<file path="config.mk">
export PLATFORM = sky130hd
export DESIGN_NAME = bus_access_mux
export DESIGN_NICKNAME = d
export VERILOG_FILES = /design/src/rtl/bus_access_mux.sv
export SDC_FILE = /design/constraint.sdc
export NUM_CORES = 1
export LEC_CHECK = 0
export BUFFER_PORTS_ARGS = -buffer_cell sky130_fd_sc_hd__buf_2
export CAP_MARGIN = 20
export CORE_ASPECT_RATIO = 0.8
export CORE_MARGIN = 2
export CORE_UTILIZATION = 45
export DETAILED_ROUTE_END_ITERATION = 6
export GPL_ROUTABILITY_DRIVEN = 0
export PLACE_DENSITY_LB_ADDON = 0.3
export SLEW_MARGIN = 20
export SYNTH_ARGS = -nofsm -noshare
export SYNTH_HDL_FRONTEND = slang
export SYNTH_SLANG_ARGS = --single-unit
</file>
<file path="constraint.sdc">
create_clock -name clk16 -period 1.9 [get_ports clk16]
set_input_delay 0.095 -clock clk16 [delete_from_list [all_inputs] [get_ports clk16]]
set_output_delay 0.095 -clock clk16 [all_outputs]
set_load 0.1 [all_outputs]
</file>
<file path="src/rtl/bus_access_mux.sv">
// Shared SRAM bus arbiter between the Pi bridge and the 6502, keyed off the 16-cycle frame windows.
// Bus pins are decoded from the registered window strobes, so they move on the same edge as the windows.
module bus_access_mux #(
  parameter int          ADDR_WIDTH = 17,
  parameter logic [15:0] IO_BASE    = 16'hE800,
  parameter logic [15:0] IO_MASK    = 16'hF800
) (
  input  logic                  clk16,
  input  logic                  reset,
  input  logic                  pi_select,
  input  logic                  pi_strobe,
  input  logic                  cpu_select,
  input  logic                  io_select,
  input  logic                  cpu_strobe,
  input  logic                  pi_start,
  input  logic                  pi_we,
  input  logic [ADDR_WIDTH-1:0] pi_addr,
  input  logic [7:0]            pi_wdata,
  output logic                  pi_busy,
  output logic                  pi_done,
  output logic [7:0]            pi_rdata,
  output logic                  pi_overrun,
  input  logic [15:0]           cpu_addr,
  input  logic                  cpu_we,
  input  logic [7:0]            cpu_wdata,
  output logic [7:0]            cpu_rdata,
  output logic                  cpu_done,
  output logic                  io_cs,
  output logic [ADDR_WIDTH-1:0] ram_addr,
  output logic [7:0]            ram_wdata,
  input  logic [7:0]            ram_rdata,
  output logic                  ram_oe,
  output logic                  ram_we
);

  typedef enum logic [1:0] {IDLE, PENDING, ACTIVE, DONE} state_t;

  state_t                state;
  logic                  req_we;
  logic [ADDR_WIDTH-1:0] req_addr;
  logic [7:0]            req_wdata;
  logic                  cpu_win_q;

  logic cpu_io, cpu_win, pi_bus;

  assign cpu_io  = (cpu_addr & IO_MASK) == IO_BASE;
  // Pi owns any overlapping window; the CPU is simply not served that cycle.
  assign cpu_win = cpu_select & ~pi_select;
  assign pi_bus  = pi_select & (((state == PENDING) & pi_strobe) | (state == ACTIVE));

  always_ff @(posedge clk16 or posedge reset) begin
    if (reset) begin
      state      <= IDLE;
      req_we     <= 1'b0;
      req_addr   <= '0;
      req_wdata  <= '0;
      pi_busy    <= 1'b0;
      pi_done    <= 1'b0;
      pi_rdata   <= '0;
      pi_overrun <= 1'b0;
      cpu_rdata  <= '0;
      cpu_win_q  <= 1'b0;
    end else begin
      pi_done <= 1'b0;
      if (pi_start && state != IDLE) pi_overrun <= 1'b1;
      case (state)
        IDLE: if (pi_start) begin
          req_we    <= pi_we;
          req_addr  <= pi_addr;
          req_wdata <= pi_wdata;
          pi_busy   <= 1'b1;
          state     <= PENDING;
        end
        PENDING: if (pi_select && pi_strobe) state <= ACTIVE;
        ACTIVE: begin
          if (!req_we) pi_rdata <= ram_rdata;
          pi_busy <= 1'b0;
          pi_done <= 1'b1;
          state   <= DONE;
        end
        DONE: state <= IDLE;
        default: state <= IDLE;
      endcase
      cpu_win_q <= cpu_win;
      // Address is stable across the window, so the final capture is the last-cycle value.
      if (cpu_win && !cpu_io && !cpu_we) cpu_rdata <= ram_rdata;
    end
  end

  always_comb begin
    ram_addr  = '0;
    ram_wdata = '0;
    ram_oe    = 1'b0;
    ram_we    = 1'b0;
    io_cs     = 1'b0;
    if (!reset) begin
      if (pi_select) begin
        if (pi_bus) begin
          ram_addr  = req_addr;
          ram_wdata = req_wdata;
          ram_oe    = ~req_we;
          ram_we    = req_we & (state == PENDING);
        end
      end else if (cpu_select) begin
        ram_addr  = {{(ADDR_WIDTH-16){1'b0}}, cpu_addr};
        ram_wdata = cpu_wdata;
        if (cpu_io) io_cs = io_select;
        else begin
          ram_oe = ~cpu_we;
          ram_we = cpu_we & cpu_strobe;
        end
      end
    end
  end

  assign cpu_done = ~reset & cpu_win_q & ~cpu_select;

endmodule
</file>
==> out/qor.txt <==
Rel. slew slack - 0.612
Antenna Cells - 0
Sw Ratio - 0.498
top_reg_cell synth - dfrtp_1
Combinational Power Share - 0.602
TritonCTS Buffers - 5
Final Slew Violations - 0
Clock Tree Buf Depth - 2
status - finished, violations left
Top Usage Layer GRT - met2
CP max stage cell - dfrtp_1
commonest cells in the netlist - dfrtp_1 (48), mux2_2 (43), a22o_1 (24)
share of the synthesized area in the top cell type - 0.544
PortBufs - 114
Cell Pwr Density - 1620 nW/um2
Layout area overhead - 70.4%
Core ar. - 4650 um2
CTS Sinks - 48
ys async rst share - 1.00
period utilization - 1.04
Clk Latency, worst-skew pair - 300 ps
Design Power - 6.10 mW
CP Data Arrival Time - 1880 ps
crit path launch type - flip-flop
Leakage - 1.83 nW
initial antenna violation count - 0
Layout Nets - 360
final setup vio count - 26
most frequent CP cell - buf_6
Syn Nets - 229
crit path cell chain - inv_2, ha_4, a21oi_4, nor3b_4, buf_6, buf_6, a22o_4, buf_12
CTS tree - yes
synth top area cells - dfrtp_1 (54%), mux2_2 (22%), a22o_1 (9.5%)
average vias per placed instance - 5.26
fin area - 3770 um2
Final Non-Filler Cells - 350
unrepaired setup endpoints after global routing - true
vias in the first global route - 1818
starting DRC count in detailed routing - 58
H-tree depth - 2
vias - 1841
VDD IR max - 1.62 mV
final hold viol count - 0
GRT Util Overall - 0.224
Die ar. - 5490 um2
Die Y - 66.7 um
First-pass DRT Iterations - 4
register share of total power - 0.296
Synth area leader - dfrtp_1
Yosys warnings - 0
top-count cell post-synth - dfrtp_1
Routed WL per cell - 18.1 um
first-pass GRT wire length - 8.97 mm
Die Span X - 82.3 um
min cycle time layout - 1980 ps
Worst Skew - 4.48 ps
cell row count - 22
Hold Crit Class - input pin to asynchronous set/reset pin
Least-Margin Pin Slew - 582 ps
Clock power frac - 0.102
Critical Path Max Stage Delay - 430 ps
synth unique cells - 27
Hold Buf Count CTS - 0
DRC - 0
Max FO, Critical Path - 4
Inst Count DP - 334
critical path class - flip-flop to primary output
Fillers - 273
part of the Yosys area used for sequential elements - 0.544
IO Count - 115
Initial Util - 0.475
number of max-cap violations - 0
Critical Path Sink Type - primary output
R2R cell count - 7
GRT met3 Usage - 0.0691
layout cells sized above 1 - 0.759
Syn Area/Cell - 14.0 um2
GR Overflow Total - 0
M2 GR Usage - 0.391
Root Driver - clkbuf_8
Worst-path clk slew - 80 ps
setup slack after layout - -75.5 ps
Power Internal - 3.06 mW
synthesis-stage register bit count - 48
Net Switching - 3.03 mW
fin util - 0.810
detailed placer's ending HPWL - 4.26 mm
largest net degree at the start of global routing - 49
DP Area - 3350 um2
number of enable flip-flop cells after synthesis - 0
Req. time, crit path - 1800 ps
Max Fclk - 0.506 GHz
setup_tns - -1240 ps
Syn Std Cell Area - 2210 um2
antenna viol nets, final - 0
Synth Instances - 158
Worst Hold Slack - 13.1 ps
violated checks - negative setup slack
Setup WS pre-CTS - 167 ps
grt met1 use - 0.258
Final Routed Wirelength - 6.32 mm
-- power by group through the flow --
stage          sequential [mW]  clock, mW  combinational (mW)
3_5_place_dp              1.72          0                3.38
3_3_place_gp              1.70          0                3.31
2_1_floorplan             2.69          0                1.55
4_1_cts                   1.74      0.638                3.58
6_report                  1.81      0.622                3.67
5_1_grt                   1.86      0.685                3.82
-- placed cells by master (no fill, tap or decap), types with 2 or more instances in the layout --
cell,n
a22o_4,24
buf_12,28
buf_2,86
buf_4,11
buf_6,3
buf_8,2
clkbuf_8,6
dfrtp_1,48
ha_1,2
ha_4,2
inv_1,4
inv_2,3
mux2_2,43
mux2i_1,2
nand2_1,4
nor2_1,2
nor3b_2,2
-- metal layers --
metal / share of wire / wire length (um)
met1: 0.38 / 2410
met3: 0.086 / 544
met2: 0.52 / 3280
met4: 0.014 / 89
met5: 0 / 0
-- sequential cells by signal, indices dropped and copies added (netlist names), 2 cells and up --
| name | count |
|---|---|
| cpu_rdata | 8 |
| pi_rdata | 8 |
| req_addr | 17 |
| req_wdata | 8 |
| state | 2 |
-- final cells by class --
type,count,area [um2],area share
Clock inverter,1,7.51,0.00199
Sequential cell,48,1200,0.319
Clock buffer,7,86.3,0.0229
Tap cell,60,75.1,0.0199
Inverter,7,26.3,0.00698
Multi-Input combinational cell,97,1230,0.327
Timing Repair Buffer,130,1140,0.302
-- critical path, delay by kind of cell, from the launching register on --
family	cells	cell delay (ps)
buf+inv	4	520
fa+ha+maj	1	180
compound gates	2	380
flops	1	430
simple gates	1	60
-- logic make-up (layout without fill, tap and decap cells) --
kind of cell,after synthesis,in the layout,share of synthesized area
DFF,48,48,0.544
muxes,45,45,0.228
AOI/OAI and AO/OA,32,32,0.123
and+or+nand+nor,16,16,0.0521
buffers and inverters,13,145,0.0300
adders and majority gates,4,4,0.0227
-- final timing paths --
check	startpoint	end	slack, ps
max	state[1]$_DFFE_PP0P_	ram_wdata[5]	-80
min	reset	req_we$_DFFE_PP0P_	10
max reg2reg	state[1]$_DFFE_PP0P_	state[1]$_DFFE_PP0P_	20
min reg2reg	pi_overrun$_DFFE_PP0P_	pi_overrun$_DFFE_PP0P_	460
max in group asynchronous	reset	cpu_rdata[4]$_DFFE_PP0P_	1500
min in group clk16	pi_addr[3]	req_addr[3]$_DFFE_PP0P_	20
-- what timing repair did --
| action | in CTS | in global routing |
|---|---|---|
| cloned | 3 | 0 |
| gates resized for setup | 30 | 17 |
| endpoints found under the setup margin | 26 | 26 |
| buffers inserted | 5 | 2 |
| pin swaps | 2 | 19 |
| endpoints found under the hold margin | 0 | 0 |
No activity file was read; power rests on OpenSTA's default activity.
